### config.mk
export PLATFORM = sky130hd
export DESIGN_NAME = bitstream_refill
export DESIGN_NICKNAME = d
export VERILOG_FILES = /design/src/rtl/entropy_decoder_pkg.sv /design/src/rtl/refill_merge.sv /design/src/rtl/bitstream_refill.sv
export SDC_FILE = /design/constraint.sdc
export NUM_CORES = 1
export LEC_CHECK = 0
export ABC_AREA = 1
export CAP_MARGIN = 30
export CELL_PAD_IN_SITES_DETAIL_PLACEMENT = 0
export CELL_PAD_IN_SITES_GLOBAL_PLACEMENT = 1
export CORE_UTILIZATION = 42
export CTS_BUF_LIST = sky130_fd_sc_hd__clkbuf_8
export DETAILED_ROUTE_END_ITERATION = 8
export PLACE_DENSITY_LB_ADDON = 0.1
export SLEW_MARGIN = 5
export SYNTH_ARGS = -nofsm -noshare
export SYNTH_HDL_FRONTEND = slang
export SYNTH_SLANG_ARGS = --single-unit
### constraint.sdc
create_clock -name clk -period 7.6 [get_ports clk]
set_input_delay 1.14 -clock clk [delete_from_list [all_inputs] [get_ports clk]]
set_output_delay 1.14 -clock clk [all_outputs]
set_load 0.05 [all_outputs]
### src/rtl/entropy_decoder_pkg.sv
// entropy_decoder_pkg: shared widths, window reset constant and refill FSM states.
package entropy_decoder_pkg;
    localparam int IN_WIDTH     = 16;
    localparam int WINDOW_WIDTH = 32;
    localparam int FILL_WIDTH   = 6;
    localparam int D_SIZE       = 4;
    localparam logic [WINDOW_WIDTH-1:0] WINDOW_ONES = '1;
    typedef enum logic [1:0] {FILL, RUN, EOS} state_t;
endpackage

### src/rtl/refill_merge.sv
// refill_merge: XORs an incoming bitstream word into the complemented window below the valid bits.
module refill_merge
    import entropy_decoder_pkg::*;
(
    input  logic [WINDOW_WIDTH-1:0] window,
    input  logic [FILL_WIDTH-1:0]   fill,
    input  logic [IN_WIDTH-1:0]     word,
    input  logic                    half,
    output logic [WINDOW_WIDTH-1:0] merged,
    output logic [FILL_WIDTH-1:0]   merged_fill
);
    logic [IN_WIDTH-1:0] data;
    // a half word only carries its upper byte; the low byte is treated as zero data
    assign data        = half ? {word[IN_WIDTH-1:IN_WIDTH/2], {(IN_WIDTH/2){1'b0}}} : word;
    assign merged      = window ^ ({data, {IN_WIDTH{1'b0}}} >> fill);
    assign merged_fill = fill + (half ? FILL_WIDTH'(IN_WIDTH/2) : FILL_WIDTH'(IN_WIDTH));
endmodule

### src/rtl/bitstream_refill.sv
// bitstream_refill: maintains the decoder dif window, applies normalization shifts and refills from 16-bit words.
// Optional REFILL_TELL_EN adds out_tell, the running count of consumed bits.
module bitstream_refill
    import entropy_decoder_pkg::*;
(
    input  logic                    clk,
    input  logic                    reset,
    input  logic                    in_start,
    input  logic                    in_valid,
    output logic                    in_ready,
    input  logic [IN_WIDTH-1:0]     in_word,
    input  logic                    in_last,
    input  logic                    in_half,
    output logic                    out_valid,
    output logic [WINDOW_WIDTH-1:0] out_window,
    output logic [FILL_WIDTH-1:0]   out_fill,
    output logic                    out_eos,
    input  logic                    upd_valid,
    input  logic [WINDOW_WIDTH-1:0] upd_window,
    input  logic [D_SIZE-1:0]       upd_d
`ifdef REFILL_TELL_EN
    ,
    output logic [31:0]             out_tell
`endif
);
    state_t state, state_nx;
    logic upd_acc, accept;
    logic [WINDOW_WIDTH-1:0] w_upd, merged, window_nx;
    logic [FILL_WIDTH-1:0] f_upd, merged_fill, fill_nx;

    refill_merge u_merge (
        .window      (w_upd),
        .fill        (f_upd),
        .word        (in_word),
        .half        (in_half && in_last),
        .merged      (merged),
        .merged_fill (merged_fill)
    );

    always_comb begin
        out_valid = state != FILL;
        out_eos   = state == EOS;
        in_ready  = !in_start && state != EOS && out_fill <= FILL_WIDTH'(IN_WIDTH);
        upd_acc   = upd_valid && out_valid && !in_start;
        accept    = in_valid && in_ready;
        // complemented window: shifting in ones is shifting in zero data
        w_upd     = upd_acc ? ((upd_window + WINDOW_WIDTH'(1)) << upd_d) - WINDOW_WIDTH'(1) : out_window;
        f_upd     = !upd_acc ? out_fill :
                    out_fill >= FILL_WIDTH'(upd_d) ? out_fill - FILL_WIDTH'(upd_d) : '0;
        window_nx = accept ? merged : w_upd;
        fill_nx   = accept ? merged_fill : f_upd;
        state_nx  = (accept && in_last) || state == EOS ? EOS :
                    fill_nx >= FILL_WIDTH'(IN_WIDTH) ? RUN : FILL;
    end

    always_ff @(posedge clk or negedge reset) begin
        if (!reset)        state <= FILL;
        else if (in_start) state <= FILL;
        else               state <= state_nx;
    end

    always_ff @(posedge clk or negedge reset) begin
        if (!reset) begin
            out_window <= WINDOW_ONES;
            out_fill   <= '0;
        end else if (in_start) begin
            out_window <= WINDOW_ONES;
            out_fill   <= '0;
        end else begin
            out_window <= window_nx;
            out_fill   <= fill_nx;
        end
    end

`ifdef REFILL_TELL_EN
    always_ff @(posedge clk or negedge reset) begin
        if (!reset)        out_tell <= '0;
        else if (in_start) out_tell <= '0;
        else if (upd_acc)  out_tell <= out_tell + 32'(upd_d);
    end
`endif
endmodule

======== Word-level counts from Yosys, hierarchy flattened ========
Cells that the tools add are included.
operators by class
  shift operators ......................... 2
  add/subtract/negate cells ............... 4
  order comparisons ....................... 3
  multiplexer cells ....................... 12
  bitwise logic cells ..................... 1
  reduce and logical (&&, ||, !) cells .... 10
  equal/unequal tests ..................... 2
operator list
  operator                                                                             number
  32-bit two-way mux                                                                   3
  32-bit by 1-bit adder with 32-bit output, second input constant                      1
  32-bit by 4-bit left shift with 32-bit output                                        1
  32-bit by 6-bit right shift with 32-bit output                                       1
  32-bit by 1-bit subtractor with 32-bit output, second input constant                 1
  32-bit XOR                                                                           1
  6-bit two-way mux                                                                    4
  8-bit two-way mux                                                                    1
  1-bit logical AND                                                                    7
  6-bit adder                                                                          1
  6-bit by 4-bit greater-or-equal comparator with 1-bit output                         1
  6-bit by 5-bit greater-or-equal comparator with 1-bit output, second input constant  1
  6-bit by 5-bit less-or-equal comparator with 1-bit output, second input constant     1
  6-bit by 4-bit subtractor with 6-bit output                                          1
  5-bit two-way mux                                                                    1
  2-bit two-way mux                                                                    2
  2-bit equality test, second input constant                                           1
  2-bit inequality test, second input constant                                         1
  2-bit nonzero test                                                                   1
  1-bit zero test                                                                      1
  1-bit logical OR                                                                     1
  1-bit two-way mux                                                                    1
storage, ports and cells
  output and inout port bits .............. 41
  register bits after elaboration ......... 40
  input port bits ......................... 59
  logic and storage cells ................. 37

======== Longest topological paths before layout ========
  depth in word-level cells ............... 10
  mapped depth ............................ 25
  gate-level depth less buffers ........... 23

======== Hierarchy ========
A second synthesis with hierarchy kept.
unflattened totals
  cells, all modules ...................... 1596
  area, all modules ....................... 8640.8 µm²
modules (own cells, without submodules)
  module            times used  area each (µm²)  cells each  seq. area each (µm²)
  bitstream_refill  1           6737.7           1222        1041.0
  refill_merge      1           1903.1           374         0.0

======== Worst setup path after synthesis ========
OpenSTA, ideal clock, no wires.
  kind .................................... input -> register
  start point ............................. in upd_d[1]
  end point ............................... reg state[0]
  slack ................................... 3.131 ns
  library setup time ...................... 0.115 ns
  data required time ...................... 7.485 ns
  arrival time ............................ 4.354 ns
  cell stages on the path ................. 19
  cells stage by stage .................... inv_2 > buf_2 > clkbuf_1 > ha_1 > a21o_1 > a21oi_1 > or2_2 > nand3_1 > o21ai_0 > clkbuf_1 > clkbuf_1 > ha_1 > inv_1 > fa_1 > nand2_1 > o21ai_0 > nand2_1 > nand3_1 > inv_1
on the way
  word-level cells in the longest chain between the ends .. 9
  elaborated cells on any way between the ends .. 10
  those cells by class .................... add/sub (2); order compare (2); mux (6)
RTL lines
  what                                                                                                                                line                    text
  start: declaration                                                                                                                  bitstream_refill.sv:20  input logic [D_SIZE-1:0] upd_d
  6-bit by 4-bit subtractor with 6-bit output / 6-bit by 4-bit greater-or-equal comparator with 1-bit output (equally long branches)  bitstream_refill.sv:49  out_fill >= FILL_WIDTH'(upd_d) ? out_fill - FILL_WIDTH'(upd_d) : '0;
  6-bit two-way mux (*)                                                                                                               bitstream_refill.sv:49
  6-bit two-way mux (*)                                                                                                               bitstream_refill.sv:48  f_upd = !upd_acc ? out_fill :
  6-bit adder                                                                                                                         refill_merge.sv:16      assign merged_fill = fill + (half ? FILL_WIDTH'(IN_WIDTH/2) : FILL_WIDTH'(IN_WIDTH));
  6-bit two-way mux (*)                                                                                                               bitstream_refill.sv:51  fill_nx = accept ? merged_fill : f_upd;
  6-bit by 5-bit greater-or-equal comparator with 1-bit output (*)                                                                    bitstream_refill.sv:53  fill_nx >= FILL_WIDTH'(IN_WIDTH) ? RUN : FILL;
  1-bit two-way mux (*)                                                                                                               bitstream_refill.sv:53
  2-bit two-way mux (*)                                                                                                               bitstream_refill.sv:52  state_nx = (accept && in_last) || state == EOS ? EOS :
  2-bit two-way mux (*)                                                                                                               bitstream_refill.sv:58  else if (in_start) state <= FILL;
  end signal: assignment                                                                                                              bitstream_refill.sv:59  else state <= state_nx;
  end: declaration                                                                                                                    bitstream_refill.sv:26  state_t state, state_nx;
Mark *: on every way between the ends. The rest lies on a longest branch, timed or not.

======== Worst setup path after layout ========
  start point ............................. in upd_d[1]
  end point ............................... reg out_window[17]
on the way
  word-level cells in the longest chain between the ends .. 7
  elaborated cells on any way between the ends .. 11
  those cells by class .................... add/sub (2); order compare (1); shift (2); mux (5); bitwise (1)
RTL lines
  what                                                                                                   line                    text
  parallel branches: the longest is 5 deep, another holds 32-bit by 1-bit subtractor with 32-bit output  --
  32-bit two-way mux (*)                                                                                 bitstream_refill.sv:50  window_nx = accept ? merged : w_upd;
  32-bit two-way mux (*)                                                                                 bitstream_refill.sv:66  end else if (in_start) begin
  end signal: assignment                                                                                 bitstream_refill.sv:70  out_window <= window_nx;
  end: declaration                                                                                       bitstream_refill.sv:15  output logic [WINDOW_WIDTH-1:0] out_window,
Mark *: on every way between the ends.

==> impl_metrics.py <==
metrics = {
    "drt": {
        "wl_per_cell_um": 15.1,
        "drt_wl_total_um": 24400,
        "drt_iter0_drc": 760,
        "via_count": 8805,
        "viasPerCell": 5.44,
        "drc": 0,
        "postRouteAntennaNets": 0,
        "first_pass_iters": 6,
    },
    "critical_path": {
        "critPathLaunchType": "input port",
        "reg2regPathDepth": 18,
        "crit_required_ns": 7.85,
        "crit_fanout": 39,
        "worstPathArrival_ns": 5.55,
        "crit_type": "input port to flip-flop",
        "end_kind": "flip-flop",
    },
    "clock_network": {
        "cts_tree": "built",
        "cts.clk_slew.worst_paths_ns": 0.09,
        "numCtsBuffers": 5,
        "htree_levels": 2,
        "cts_setup_buffers": 0,
        "cts_resized": 0,
        "root_buffer": "clkbuf_8",
        "insertion_delay_ns": 0.32,
        "cts_num_sinks": 40,
        "clockBufferDepth": 2,
        "ctsHoldBuffers": 0,
    },
    "synth": {
        "synth_top_area_share_pct": 22.6,
        "synthArstFlopShare_pct": 100,
        "synth_warnings": 0,
        "synth.area.top_cells": "nand2_1 23%, nand3_1 18%, dfstp_2 11%",
        "synth-adder-area-share_pct": 1.72,
        "syn-num-nets": 1403,
        "synth_seq_cells": 40,
        "yosys.area.top_type": "nand2_1",
        "synth_edf_count": 0,
        "seq_area_frac_synth_pct": 14.0,
        "synth_xor_area_share_pct": 2.00,
        "synthCells": 1335,
        "synthMuxAreaShare_pct": 0.673,
        "syn_area_mm2": 0.00744,
        "synth_top_family_by_area": "simple AND/OR/NAND/NOR gates",
        "synth_ff_type": "dfstp_2",
        "syn_area_per_cell_um2": 5.57,
        "synthDistinctLibCells": 48,
        "synth_compound_area_share_pct": 8.61,
        "yosys.area_share.simple_pct": 63.8,
    },
    "grt": {
        "grt_usage_pct": 27.7,
        "grt-ovfl-total": 0,
        "grt_pass1_vias": 7830,
        "met3_usage_pct": 3.64,
        "grt_pass1_wl_um": 40300,
        "grt_max_degree": 48,
        "grtUsageMet1_pct": 42.0,
        "met2_usage_pct": 42.1,
        "top_usage_layer": "met2",
        "antenna_found_initial": 0,
    },
    "sta": {
        "max_freq_mhz": 189,
        "finalHoldViolCount": 0,
        "period_minus_slack_ns": 5.30,
        "slew_headroom_pct": 41.3,
        "setup_tns_ns": 0,
        "report.final.slew_viol_count": 0,
        "tightest_slew_ns": 0.878,
        "skew_ns": 0.00882,
        "grt_setup_unrepaired": "false",
        "period_share_pct": 69.7,
        "hold_slack_ns": 0.599,
        "finalSetupViolCount": 0,
    },
    "floorplanning": {
        "io_pins": 100,
        "dieArea_mm2": 0.0182,
        "core_area_mm2": 0.0173,
        "die_y_um": 135,
        "die_w_um": 135,
        "num_rows": 48,
        "start_util_pct": 43.0,
    },
    "placement": {
        "hpwlAfterDp_um": 19700,
        "place_congestion": 0.893,
        "portBuffers": 99,
    },
    "layout": {
        "fillers": 1872,
        "drive_above_1_share_pct": 13.4,
        "area_growth_pct": 16.1,
        "nets": 1462,
        "diodes": 0,
    },
    "flow_run": {
        "maxCapViolCount": 0,
    },
    "worst_hold_path": {
        "worstHoldPathType": "flip-flop to flip-flop",
        "hold_path_depth": 3,
    },
    "power": {
        "powerDensity_mw_per_mm2": 124,
        "leakage_nw": 4.09,
        "ir_drop_uv": 96.1,
    },
    "run_status": {
        "status": "completed",
    },
}
==> worst paths after layout <==
path	endpoint	startpoint	slack, ns
min in group asynchronous	out_window[26]	reset	0.81
hold reg to reg	state[1]	state[0]	0.60
setup reg to reg	out_window[17]	out_fill[0]	3.78
max in group asynchronous	out_window[1]	reset	6.48
hold / removal	state[1]	state[0]	0.60
setup / recovery	out_window[17]	upd_d[1]	2.30
==> synthesized netlist by cell type, types with 5 or more instances <==
master	count
a21oi_1	24
a31oi_1	5
buf_2	19
buf_4	6
clkbuf_1	27
dfrtp_1	8
dfstp_2	32
ha_1	7
inv_1	98
inv_2	8
mux2i_1	5
nand2_1	448
nand2_2	24
nand2_4	5
nand3_1	272
nand3_2	46
nand3b_1	11
nand4_1	12
nor2_1	103
nor2_2	17
nor2_4	10
o21ai_0	62
o21ai_1	10
or2_2	17
xnor2_1	8
xor2_1	9
==> worst max-delay path, cell delays in order <==
cell and delay [ns]:
clkdlybuf4s50_1 0.45, buf_4 0.36, inv_2 0.39, fa_1 0.51, nand2_1 0.09, nand2_1 0.07, a21oi_1 0.20, nand4_1 0.14
nand2_1 0.67, o21ai_0 0.27, nand2_1 0.10, o21ai_0 0.14, nand2_1 0.09, o21ai_0 0.14, o21ai_0 0.37, nor2_1 0.10
or2_1 0.24, nand3_1 0.07
==> cells by family after synthesis <==
logic type                 Yosys count
xor gates and xnor gates            17
AOI/OAI and AO/OA                  117
muxes                                5
DFF                                 40
buffers and inverters              165
adders and majority gates            9
and+or+nand+nor                    982
==> state kept, by name, indices dropped and copies added (netlist names) <==
name	flops
out_fill	6
out_window	32
state	2
==> metrics by stage <==
step	util (%)	setup WS, ns	area [um2]	power, mW	instances
2_1_floorplan	-	3.13	7440	0.705	1335
3_3_place_gp	49.1	2.00	8490	0.882	1610
3_5_place_dp	49.2	2.00	8500	0.884	1611
4_1_cts	49.8	2.30	8610	1.07	1619
5_1_grt	49.9	1.77	8630	1.16	1620
6_report	49.9	2.30	8630	1.07	1620
==> layout make-up <==
class	instances	area, um2	area share [%]
tap	225	282	3.26
timing repair buffer	108	1070	12.4
multi-input combinational	1130	5710	66.2
clock inverter	3	42.5	0.493
sequential	40	1040	12.1
clock buffer	5	68.8	0.797
inverter	109	414	4.80
==> power breakdown <==
| group | switching [mW] | internal (mW) |
|---|---|---|
| combinational | 0.416 | 0.207 |
| clock | 0.0899 | 0.0974 |
| sequential | 0.0164 | 0.247 |
| total | 0.522 | 0.551 |
==> layout by cell type (no fill, tap or decap), types with 10 or more instances in the layout <==
cell / instances
inv_1: 98
nand2_2: 24
a21oi_1: 24
clkdlybuf4s50_1: 98
o21ai_1: 11
nand2_1: 448
nand3_1: 272
nand3b_1: 11
nor2_4: 10
nor2_1: 103
dfstp_2: 32
or2_2: 17
nand4_1: 12
nand3_2: 46
o21ai_0: 61
nor2_2: 17
==> layer usage <==
metal	share of wire (%)	up-vias
li1	-	4502
met1	50	4011
met2	43	270
met3	6.5	22
met4	1.1	0
met5	0	-
Note: power is estimated with default switching activity, not from simulation.
